[src/rtl/mem_fill_arbiter.sv]
// Purpose: arbitrates the single main-memory port between D write-through, D fill and I fill; sequences block fills and drives stall.
// Latency: first read issued on the cycle after grant, one address per cycle; fill_we one cycle after each mem_data_valid.
// Backpressure: requests are held until their done pulse; losers wait in IDLE arbitration. Optional MEM_FILL_PERF_CNT_EN adds counters.
module mem_fill_arbiter #(
  parameter int WORDS_PER_BLK = 8,
  parameter int ADDR_W        = 16
) (
  input  logic                             clk,
  input  logic                             rst,
  input  logic                             i_miss,
  input  logic [ADDR_W-1:0]                i_miss_addr,
  input  logic                             d_miss,
  input  logic [ADDR_W-1:0]                d_miss_addr,
  input  logic                             d_wr_req,
  input  logic [ADDR_W-1:0]                d_wr_addr,
  input  logic [15:0]                      d_wr_data,
  input  logic                             mem_data_valid,
  input  logic [15:0]                      mem_data_in,
  output logic                             mem_en,
  output logic                             mem_wr,
  output logic [ADDR_W-1:0]                mem_addr,
  output logic [15:0]                      mem_wdata,
  output logic [15:0]                      fill_data,
  output logic [$clog2(WORDS_PER_BLK)-1:0] fill_word,
  output logic                             i_fill_we,
  output logic                             d_fill_we,
  output logic                             i_fill_done,
  output logic                             d_fill_done,
  output logic                             d_wr_done,
  output logic                             stall
`ifdef MEM_FILL_PERF_CNT_EN
  ,
  output logic [15:0]                      i_fill_cnt,
  output logic [15:0]                      d_fill_cnt,
  output logic [15:0]                      wr_cnt
`endif
);

  localparam int WW = $clog2(WORDS_PER_BLK);
  localparam int BW = ADDR_W - WW - 1;
  localparam logic [WW-1:0] LAST_W = WW'(WORDS_PER_BLK - 1);

  typedef enum logic [2:0] {IDLE, WRITE, FILL_I, FILL_D, DONE} state_t;
  typedef enum logic [1:0] {OWN_WR, OWN_D, OWN_I} own_t;

  state_t            state_q, state_d;
  own_t              own_q, own_d;
  logic [BW-1:0]     blk_q, blk_d;
  logic [WW-1:0]     ic_q, ic_d;
  logic [WW-1:0]     rc_q, rc_d;
  logic              iss_q, iss_d;
  logic              pend_other;

  logic              mem_en_q, mem_en_d, mem_wr_q, mem_wr_d;
  logic [ADDR_W-1:0] mem_addr_q, mem_addr_d;
  logic [15:0]       mem_wdata_q, mem_wdata_d, fill_data_q, fill_data_d;
  logic [WW-1:0]     fill_word_q, fill_word_d;
  logic              i_we_q, i_we_d, d_we_q, d_we_d;
  logic              i_done_q, i_done_d, d_done_q, d_done_d, wr_done_q, wr_done_d;
  logic              stall_q, stall_d;

  // Word-offset bits of miss addresses are irrelevant: fills always start at word 0.
  logic unused_addr_bits;
  assign unused_addr_bits = ^{i_miss_addr[WW:0], d_miss_addr[WW:0]};

  // Arbitration, issue/return sequencing and next values of every registered output.
  always_comb begin
    state_d     = state_q;
    own_d       = own_q;
    blk_d       = blk_q;
    ic_d        = ic_q;
    rc_d        = rc_q;
    iss_d       = iss_q;
    mem_en_d    = 1'b0;
    mem_wr_d    = 1'b0;
    mem_addr_d  = '0;
    mem_wdata_d = '0;
    fill_data_d = fill_data_q;
    fill_word_d = fill_word_q;
    i_we_d      = 1'b0;
    d_we_d      = 1'b0;
    i_done_d    = 1'b0;
    d_done_d    = 1'b0;
    wr_done_d   = 1'b0;
    case (state_q)
      IDLE: begin
        // The D side holds the older instruction, so it wins over the I side.
        if (d_wr_req) begin
          state_d     = WRITE;
          own_d       = OWN_WR;
          mem_en_d    = 1'b1;
          mem_wr_d    = 1'b1;
          mem_addr_d  = d_wr_addr;
          mem_wdata_d = d_wr_data;
        end else if (d_miss) begin
          state_d    = FILL_D;
          own_d      = OWN_D;
          blk_d      = d_miss_addr[ADDR_W-1:WW+1];
          mem_en_d   = 1'b1;
          mem_addr_d = {d_miss_addr[ADDR_W-1:WW+1], {WW{1'b0}}, 1'b0};
          ic_d       = WW'(1);
          iss_d      = 1'b1;
          rc_d       = '0;
        end else if (i_miss) begin
          state_d    = FILL_I;
          own_d      = OWN_I;
          blk_d      = i_miss_addr[ADDR_W-1:WW+1];
          mem_en_d   = 1'b1;
          mem_addr_d = {i_miss_addr[ADDR_W-1:WW+1], {WW{1'b0}}, 1'b0};
          ic_d       = WW'(1);
          iss_d      = 1'b1;
          rc_d       = '0;
        end
      end
      WRITE: begin
        state_d   = DONE;
        wr_done_d = 1'b1;
      end
      FILL_I, FILL_D: begin
        if (iss_q) begin
          mem_en_d   = 1'b1;
          mem_addr_d = {blk_q, ic_q, 1'b0};
          ic_d       = ic_q + WW'(1);
          if (ic_q == LAST_W) iss_d = 1'b0;
        end
        if (mem_data_valid) begin
          fill_data_d = mem_data_in;
          fill_word_d = rc_q;
          i_we_d      = (state_q == FILL_I);
          d_we_d      = (state_q == FILL_D);
          rc_d        = rc_q + WW'(1);
          // Done pulse lands together with the final word's write enable.
          if (rc_q == LAST_W) begin
            state_d  = DONE;
            i_done_d = (state_q == FILL_I);
            d_done_d = (state_q == FILL_D);
          end
        end
      end
      DONE:    state_d = IDLE;
      default: state_d = IDLE;
    endcase
    // The finishing requester still holds its line during DONE, so only other requesters keep stall up.
    case (own_q)
      OWN_WR:  pend_other = d_miss | i_miss;
      OWN_D:   pend_other = d_wr_req | i_miss;
      default: pend_other = d_wr_req | d_miss;
    endcase
    stall_d = (state_d != IDLE) || ((state_q == DONE) && pend_other);
  end

  // State, counters and output registers with synchronous reset.
  always_ff @(posedge clk) begin
    if (rst) begin
      state_q     <= IDLE;
      own_q       <= OWN_WR;
      blk_q       <= '0;
      ic_q        <= '0;
      rc_q        <= '0;
      iss_q       <= 1'b0;
      mem_en_q    <= 1'b0;
      mem_wr_q    <= 1'b0;
      mem_addr_q  <= '0;
      mem_wdata_q <= '0;
      fill_data_q <= '0;
      fill_word_q <= '0;
      i_we_q      <= 1'b0;
      d_we_q      <= 1'b0;
      i_done_q    <= 1'b0;
      d_done_q    <= 1'b0;
      wr_done_q   <= 1'b0;
      stall_q     <= 1'b0;
    end else begin
      state_q     <= state_d;
      own_q       <= own_d;
      blk_q       <= blk_d;
      ic_q        <= ic_d;
      rc_q        <= rc_d;
      iss_q       <= iss_d;
      mem_en_q    <= mem_en_d;
      mem_wr_q    <= mem_wr_d;
      mem_addr_q  <= mem_addr_d;
      mem_wdata_q <= mem_wdata_d;
      fill_data_q <= fill_data_d;
      fill_word_q <= fill_word_d;
      i_we_q      <= i_we_d;
      d_we_q      <= d_we_d;
      i_done_q    <= i_done_d;
      d_done_q    <= d_done_d;
      wr_done_q   <= wr_done_d;
      stall_q     <= stall_d;
    end
  end

  assign mem_en      = mem_en_q;
  assign mem_wr      = mem_wr_q;
  assign mem_addr    = mem_addr_q;
  assign mem_wdata   = mem_wdata_q;
  assign fill_data   = fill_data_q;
  assign fill_word   = fill_word_q;
  assign i_fill_we   = i_we_q;
  assign d_fill_we   = d_we_q;
  assign i_fill_done = i_done_q;
  assign d_fill_done = d_done_q;
  assign d_wr_done   = wr_done_q;
  assign stall       = stall_q;

`ifdef MEM_FILL_PERF_CNT_EN
  logic [15:0] i_cnt_q, d_cnt_q, w_cnt_q;

  // Saturating completion counters, bumped on each done pulse.
  always_ff @(posedge clk) begin
    if (rst) begin
      i_cnt_q <= '0;
      d_cnt_q <= '0;
      w_cnt_q <= '0;
    end else begin
      if (i_done_q && (i_cnt_q != 16'hFFFF)) i_cnt_q <= i_cnt_q + 16'd1;
      if (d_done_q && (d_cnt_q != 16'hFFFF)) d_cnt_q <= d_cnt_q + 16'd1;
      if (wr_done_q && (w_cnt_q != 16'hFFFF)) w_cnt_q <= w_cnt_q + 16'd1;
    end
  end

  assign i_fill_cnt = i_cnt_q;
  assign d_fill_cnt = d_cnt_q;
  assign wr_cnt     = w_cnt_q;
`endif

endmodule

[config.mk]
export PLATFORM = sky130hd
export DESIGN_NAME = mem_fill_arbiter
export DESIGN_NICKNAME = d
export VERILOG_FILES = /design/src/rtl/mem_fill_arbiter.sv
export SDC_FILE = /design/constraint.sdc
export NUM_CORES = 1
export LEC_CHECK = 0
export ABC_AREA = 1
export BUFFER_PORTS_ARGS = -buffer_cell sky130_fd_sc_hd__buf_2
export CAP_MARGIN = 20
export CORE_MARGIN = 3
export CORE_UTILIZATION = 30
export CTS_BUF_LIST = sky130_fd_sc_hd__clkbuf_8
export CTS_CLUSTER_SIZE = 24
export DETAILED_ROUTE_END_ITERATION = 8
export GPL_ROUTABILITY_DRIVEN = 0
export GPL_TIMING_DRIVEN = 0
export HOLD_SLACK_MARGIN = 0.03
export SLEW_MARGIN = 20
export SYNTH_ARGS = -nofsm -noshare
export SYNTH_HDL_FRONTEND = slang
export SYNTH_SLANG_ARGS = --single-unit
[constraint.sdc]
create_clock -name clk -period 1.9 [get_ports clk]
set_clock_uncertainty 0.2 [all_clocks]
set_input_delay 0.57 -clock clk [delete_from_list [all_inputs] [get_ports clk]]
set_output_delay 0.57 -clock clk [all_outputs]
set_load 0.03 [all_outputs]
Word-level counts from Yosys, hierarchy flattened
Cells that the tools add are included.
{ "word_totals": {"out_inout_bits": 59, "wordCells": 98, "regBits": 83} }
{ "classes": {"n_bitwise": 8, "add_sub_neg": 2, "eq_ne": 11, "muxes": 40, "reduce_logical": 19} }
{ "ops": {"columns": ["operator", "n"], "rows": [
  ["16-bit two-way mux", 4],
  ["3-bit two-way mux", 13],
  ["16-bit one-hot mux with 2 select lines", 1],
  ["12-bit two-way mux", 2],
  ["3-bit one-hot mux with 2 select lines", 2],
  ["1-bit two-way mux", 11],
  ["3-bit equality test, second input constant", 3],
  ["3-bit one-hot mux with 3 select lines", 1],
  ["4-bit AND reduction", 2],
  ["3-bit by 1-bit adder with 3-bit output, second input constant", 2],
  ["3-bit by 2-bit equality test with 1-bit output, second input constant", 2],
  ["2-bit two-way mux", 3],
  ["2-bit inequality test, second input constant", 3],
  ["1-bit one-hot mux with 2 select lines", 3],
  ["3-bit AND reduction", 2],
  ["3-bit nonzero test", 2],
  ["3-bit OR reduction", 2],
  ["1-bit NOT", 5],
  ["2-bit AND reduction", 2],
  ["2-bit nonzero test", 2],
  ["2-bit OR reduction", 2],
  ["4-bit OR reduction", 1],
  ["3-bit by 1-bit equality test with 1-bit output, second input constant", 1],
  ["3-bit logical NOT", 1],
  ["other kinds (6)", 8]
]} }

Longest topological paths before layout
Gate-level depths: netlist of the first run.
{ "logic_depth": {"depth_word": 6, "mapped_depth": 8} }

Least setup slack after synthesis of the first run
Ideal clock, no wire load.
{ "synth_path": {"kind": "in2reg", "startpoint": "input d_wr_req", "endpoint": "register mem_addr_q[0] (netlist: mem_addr[0])", "setup_ns": 0.064, "t_arrival_ns": 1.352, "setup_slack_ns": 0.284, "path_stages": 6, "n_path_buf": 2, "cell_sequence": "buf_2 > inv_2 > nor3_4 > nand2_2 > buf_6 > nor2_1"} }
{ "synth_between": {"elab_chain_len": 2} }
{ "synth_lines": {"columns": ["element", "line_no", "text"], "rows": [
  ["start, declared", "14", "input logic d_wr_req,"],
  ["16-bit two-way mux", "88", "if (d_wr_req) begin"],
  ["16-bit one-hot mux with 2 select lines", "85", "case (state_q)"],
  ["end signal, assigned", "182", "mem_addr_q <= mem_addr_d;"],
  ["end, declared", "55", "logic [ADDR_W-1:0] mem_addr_q, mem_addr_d;"]
]} }
No other way between the ends.
A chain may end at the register's enable or synchronous reset.

Worst setup path after layout of the first run
{ "layout_path": {"startpoint": "input rst", "endpoint": "register blk_q[6]"} }
{ "layout_lines": {"columns": ["element", "line_no", "text"], "rows": [
  ["start, declared", "9", "input logic rst,"],
  ["end signal, assigned", "176", "blk_q <= blk_d;"],
  ["end, declared", "48", "logic [BW-1:0] blk_q, blk_d;"]
]} }
No word-level cell between the ends.

==> metrics.md, run 1 <==
| Metric | Value |
|---|---|
| Outcome | `finished, final reports clean` |
| Number of remaining DRC errors | `0` |
| Root Driver | `clkbuf_8` |
| Final setup fails | `0` |
| CTS Sinks | `83` |
| Most frequent cells in the layout | `141 x buf_2, 88 x nand2_1, 83 x dfxtp_1, 64 x nor2_1, 31 x inv_1` |
| DR pass1 iterations | `4` |
| Worst path max stage delay | `roughly 500 ps` |
| Die width | `around 110 microns` |
| Setup crit start | `rst` |
| Max frequency | `around 600 MHz` |
| CTS Hold Bufs | `0` |
| H-tree depth | `3` |
| FF-to-FF Start | `state_q[1]` |
| Syn_area_per_cell | `a little under 8 sq um` |
| CTS tree | `done` |
| Pint | `~2.7 mW` |
| P_leak | `2.17 nW` |
| Total number of vias | `3068` |
| I/O Pins | `145` |
| Die Y | `~110 microns` |
| CP required | `1920 ps` |
| DRT iter0 DRCs | `roughly 140` |
| Vias in the first global route | `2888` |
| Clock network power share | `roughly 28%` |
| Num rows | `37` |
| Total congestion overflow | `0` |
| Comb pwr share | `around a quarter` |
| Commonest non-fill, non-tap cell in the layout | `buf_2` |
| Hold Path End | `mem_wdata[12]` |
| WL final | `roughly 8600 microns` |
| Hold depth | `3` |
| CTS Buf Count | `9` |
| R2r setup slk | `just over 300 ps` |
| Cells on worst reg2reg path | `6` |
| Synth warnings | `0` |
| Hpwl dp | `~6600 microns` |
| Syn nets | `about 500` |
| Final Power | `4.03 mW` |
| Reg2Reg Capture Point | `mem_wdata[14]` |
| Max_cap viols | `0` |
| Peak supply drop | `0.306 mV` |
| Share of layout cells above drive strength 1 | `approximately 32%` |
| Hold Crit Start | `d_wr_data[12]` |
| Antenna diodes | `0` |
| Sequential area share after synthesis | `approximately 52%` |
| CP max FO | `10` |
| Initial antenna violation count | `0` |
| DRT antenna net count | `0` |
| Sequential power share | `about half` |
| Wirelength per Cell | `between 10 and 15 microns` |
| Core box area | `between 10000 and 15000 sq um` |
| Mapped cell area | `3210 sq um` |
| # Post-CTS Setup Buffers | `0` |
| Crit. End Element | `register` |
| Initial core utilization | `between 30% and 40%` |
| Flip-flop and latch count after synthesis | `a little over 80` |
| Sw Ratio | `roughly a third` |
| Fin nets | `642` |
| CTS resizes | `0` |
| CTS max path bufs | `2` |
| Global-route usage over all layers | `between 10% and 20%` |
| PwrDens | `956 nW/um^2` |
| RSZ-0062 raised after global routing | `false` |
| Critical path cell sequence | `buf_2 -> clkbuf_1 -> clkbuf_1 -> a21oi_1` |
| Worst min path class | `in -> reg` |
| Placement Setup Slack | `-127 ps` |
| Area Growth Syn to Fin | `31.5%` |
| PortBufs | `134` |
| Tightest Pin Transition | `558 ps` |
| NetSw | `between 1 and 1.5 mW` |
| Yosys cell types | `27` |
| Crit path DAT | `roughly 1700 ps` |
| Most used cell, CP | `clkbuf_1` |
| Hold Fails Final Rpt | `0` |
| Largest net degree at the start of global routing | `14` |
| Relative slew slack | `between 60% and 70%` |
| Critical path class | `in -> reg` |
| Reg clk slew, reported paths | `~80 ps` |
| Fillers | `1126` |
| Die area | `around 12000 sq um` |
| Via density | `approximately 4.4` |
| Crit start category | `input port` |
| Min cycle time layout | `1670 ps` |
| Crit path max-delay cell type | `clkbuf_1` |
| Final setup margin | `233 ps` |
| First-pass GRT wire length | `between 10000 and 15000 microns` |
| Period utilization | `~88%` |
| Fin. max-slew vios | `0` |
| Gate Count Post-Synth | `about 410` |
| Clk_lat worst skew | `350 ps` |
[routing by layer]
metal / wire [microns] / GRT usage [%] / share of wire, % / vias to the layer above
met1: 3870 / 18.3 / 45 / 1369
li1: - / - / - / 1600
met3: 557 / 3.88 / 6.5 / 14
met5: 0 / 0 / 0 / -
met2: 4030 / 23.6 / 47 / 85
met4: 168 / 6.23 / 1.9 / 0
[worst max path at each step]
stage | depth (start not counted) | endpoint | slack [ps]
floorplan | 6 | mem_addr[0] | 280
global placement | 4 | mem_addr[15] | -110
detailed placement | 4 | blk_q[6] | -130
CTS | 1 | fill_data[13] | 210
global route | 4 | mem_addr[15] | 120
finish | 4 | blk_q[6] | 230
[through the flow]
stage / area [sq um] / std cells / utilization (%) / setup TNS, ps / hold slack [ps]
after CTS: 4220 / 692 / 40.7 / 0 / 209
final: 4220 / 692 / 40.7 / 0 / 227
after global placement: 4050 / 677 / 39.1 / -2560 / 247
after global routing: 4220 / 692 / 40.7 / 0 / 215
after detailed placement: 4050 / 677 / 39.1 / -2620 / 253
after floorplan: 3210 / 407 / - / 0 / 239
[critical path: cells and delay by family]
family          cells  cell delay, ps
buf+inv             3            1020
compound gates      1              90
[synthesized netlist by cell type (all sizes together)]
cell type	instances	area share, %
or2	1	0.20
nor4	1	0.20
clkbuf	6	0.70
ha	4	1.6
nor3	4	0.97
nand3b	1	0.23
a21oi	25	3.9
a31oi	12	2.3
buf	17	3.9
nand3	24	3.7
nor2	69	9.4
nand2	93	12
nand4	12	2.3
inv	35	4.1
dfxtp	83	52
o21ai	20	3.1
[final cells by class]
type / count / area (sq um) / area share [%]
sequential: 83 / 1660 / 39.4
multi-input combinational: 266 / 1270 / 30.1
timing repair buffer: 134 / 671 / 15.9
tap: 136 / 170 / 4.03
buffer: 23 / 148 / 3.50
clock buffer: 10 / 138 / 3.26
inverter: 35 / 131 / 3.11
clock inverter: 5 / 31.3 / 0.741
[cells by family after synthesis]
kind of cell	after synthesis	share of synthesized area [%]
AO/OA/AOI/OAI	57	9.36
adder cells (fa/ha/maj)	4	1.56
buffers and inverters	58	8.69
flip-flops	83	51.8
AND/OR/NAND/NOR	205	28.6
[power groups by stage]
| stage | clock network [mW] | logic [mW] | registers (mW) |
|---|---|---|---|
| detailed placement | 0 | 0.965 | 2.01 |
| CTS | 1.16 | 0.967 | 1.97 |
| finish | 1.11 | 0.957 | 1.97 |
| global placement | 0 | 0.953 | 2.00 |
| floorplan | 0 | 0.437 | 2.21 |
| global route | 1.22 | 1.06 | 1.99 |
[registers in the layout, summed over array words and instances (netlist names)]
signal and cells:
fill_data 16, rc_q 3, blk_q 12, mem_en 1, i_fill_we 1, own_q 2
i_fill_done 1, mem_wr 1, stall 1, state_q 3, d_fill_we 1, d_wr_done 1
fill_word 3, mem_wdata 16, mem_addr 16, iss_q 1, d_fill_done 1, ic_q 3
Power figures use the tool's default switching activity.
==> inputs of run 2 (changes only) <==
- ABC_AREA: 1 -> not set
==> run 2 against run 1 <==
  * Core utilization rose by 1.7 points
  * Non-clock buffer count rose by 6
  * Area after synthesis fell by 3.4%
  * Fmax fell by 6.4%
  * Wire length fell by 2.4%
  * Critical path type unchanged
  * Critical endpoint is now blk_q[0]
  * Largest power group unchanged
==> metrics.md, run 2 <==
| Metric | Value |
|---|---|
| PwrDens | `around 1000 nW/um^2` |
| Asr flop ratio synth | `0%` |
| CP required | `approximately 1900 ps` |
| Antenna diodes | `0` |
| Sequential area share after synthesis | `between 50 and 60%` |
| Num rows | `36` |
| Initial core utilization | `31.3%` |
| Fin util | `between 40% and 50%` |
| Die width | `108 microns` |
| Root Driver | `clkbuf_8` |
| Critical path cell sequence | `buf_2 -> buf_2 -> buf_2 -> mux2_2 -> nand3_1 -> a21oi_1` |
| Wirelength per Cell | `13.7 microns` |
| Syn_area_per_cell | `approximately 9.5 sq um` |
| DRT antenna net count | `0` |
| Synth top area cells | `dfxtp_1 54%, a21oi_1 8.7%, nand2_1 5.6%` |
| PortBufs | `134` |
| Syn nets | `around 420` |
| I/O Pins | `around 150` |
| CTS Hold Bufs | `0` |
| Fillers | `approximately 1000` |
| CTS Buf Count | `9` |
| Min cycle time layout | `about 1800 ps` |
| Total congestion overflow | `0` |
| Die Y | `between 100 and 150 microns` |
| Critical path class | `in -> reg` |
| First-pass GRT wire length | `approximately 13000 microns` |
| Buf/Inv on CP | `3` |
| Area Growth Syn to Fin | `35.6%` |
| CTS tree | `done` |
| Crit path max-delay cell type | `mux2_2` |
| Share of layout cells above drive strength 1 | `about 40%` |
| Hpwl dp | `6380 microns` |
| Core box area | `around 9900 sq um` |
| Most used cell, CP | `buf_2` |
| Via density | `~4.6` |
| Largest area contributor in the netlist | `dfxtp_1` |
| Reg clk slew, reported paths | `80 ps` |
| WL final | `approximately 8400 microns` |
| Crit start category | `input port` |
| Gate Count Post-Synth | `approximately 330` |
| Initial antenna violation count | `0` |
| Relative slew slack | `approximately 66%` |
| Most frequent cells in the layout | `144 x buf_2, 83 x dfxtp_1, 54 x a21oi_1, 46 x nand2_1, 18 x and2_1` |
| Crit path DAT | `roughly 1800 ps` |
| CTS Sinks | `83` |
| Global-route usage over all layers | `~14%` |
| Inst Count DP | `595` |
| DRT iter0 DRCs | `between 90 and 100` |
| Top-area cell type share of the netlist area | `53.6%` |
| Peak supply drop | `0.430 mV` |
| Fin. max-slew vios | `0` |
| Outcome | `finished, final reports clean` |
| Final setup fails | `0` |
| Clk_lat worst skew | `~350 ps` |
| Mapped cell area | `3100 sq um` |
| Max_cap viols | `0` |
| Worst path max stage delay | `roughly 390 ps` |
| RSZ-0062 raised after global routing | `false` |
| Die area | `between 10000 and 15000 sq um` |
| Fin nets | `about 570` |
| CP top delay family | `buffers and inverters` |
| Largest net degree at the start of global routing | `15` |
| Post-synth EDFFs | `0` |
| Worst min path class | `in -> reg` |
| Commonest non-fill, non-tap cell in the layout | `buf_2` |
| Most frequent cell after synthesis | `dfxtp_1` |
| Period utilization | `93.7%` |
| DR pass1 iterations | `4` |
| CP max FO | `10` |
| Max frequency | `approximately 560 MHz` |
| Synth warnings | `0` |
| Yosys cell types | `35` |
| Hold Fails Final Rpt | `0` |
| Vias in the first global route | `approximately 2700` |
| Number of remaining DRC errors | `0` |
| Total number of vias | `around 2800` |
| Flip-flop and latch count after synthesis | `between 80 and 90` |
| P_leak | `1.89 nW` |
| Tightest Pin Transition | `~510 ps` |
| H-tree depth | `3` |
| Synth top cells by count | `83 x dfxtp_1, 54 x a21oi_1, 46 x nand2_1, 18 x and2_1, 15 x a22oi_1` |
| Top_reg_cell synth | `dfxtp_1` |
| Final Non-Filler Cells | `approximately 610` |
| CTS max path bufs | `2` |
| Crit. End Element | `register` |
## run 2: cell types whose count changed in the layout (fill, tap and decap cells not counted), sizes merged, moves of 13 or more
cell / previous run / this run
mux2: 0 / 13
inv: 36 / 0
a21oi: 25 / 54
and2: 0 / 18
nand2: 93 / 46
a22oi: 0 / 15
nor2: 69 / 8
## run 2: path summary, 6_finish.rpt
| kind | from | end | slack, ps | cells after the start |
|---|---|---|---|---|
| hold / removal | d_wr_data[0] | mem_wdata[0] | 210 | 2 |
| setup / recovery | d_miss | blk_q[0] | 120 | 6 |
| hold reg to reg | fill_word[2] | fill_word[2] | 250 | 2 |
| setup reg to reg | state_q[2] | mem_addr[10] | 170 | 6 |
## run 2: per-stage QoR
step	cell area [sq um]	power [mW]	hold WS [ps]	setup TNS (ps)	worst slack [ps]
4_1_cts	4170	4.14	199	0	53.4
6_report	4200	4.12	212	0	119
3_5_place_dp	3940	2.69	243	-7870	-319
2_1_floorplan	3100	2.43	245	0	67.3
3_3_place_gp	3940	2.67	240	-7450	-315
5_1_grt	4200	4.32	198	0	20.5
## run 2: cell type report
class                           count  area (sq um)  area share [%]
Clock buffer                       11           151            3.60
Tap cell                          133           166            3.96
Timing Repair Buffer              138           701            16.7
Sequential cell                    83          1660            39.5
Multi-Input combinational cell    219          1310            31.1
Clock inverter                      5          85.1            2.02
Buffer                             25           130            3.10
## run 2: per-layer routing
| metal | share of wire [%] | up-vias | GRT usage, % |
|---|---|---|---|
| li1 | - | 1434 | - |
| met1 | 42 | 1282 | 17.3 |
| met2 | 49 | 97 | 23.6 |
| met3 | 8.6 | 4 | 5.94 |
| met4 | 0.43 | 0 | 3.25 |
| met5 | 0 | - | 0 |
## run 2: power by group
| part | internal, mW | switching [mW] | total [mW] |
|---|---|---|---|
| registers | 1.85 | 0.0414 | 1.89 |
| clock network | 0.816 | 0.632 | 1.45 |
| logic | 0.295 | 0.482 | 0.777 |
## run 2: cells by family (layout without fill, tap and decap cells)
logic type,count (synthesis),count (layout),share of synthesized area [%]
muxes,13,13,4.72
buffers and inverters,26,179,4.20
DFF,83,83,53.6
and+or+nand+nor,107,107,18.2
AOI/OAI and AO/OA,95,95,17.7
adders and majority gates,4,4,1.61
## run 2: timing repair
| action | CTS | global route |
|---|---|---|
| setup endpoints to repair | 0 | 28 |
| setup buffers | 0 | 4 |
| resized for setup | 0 | 7 |
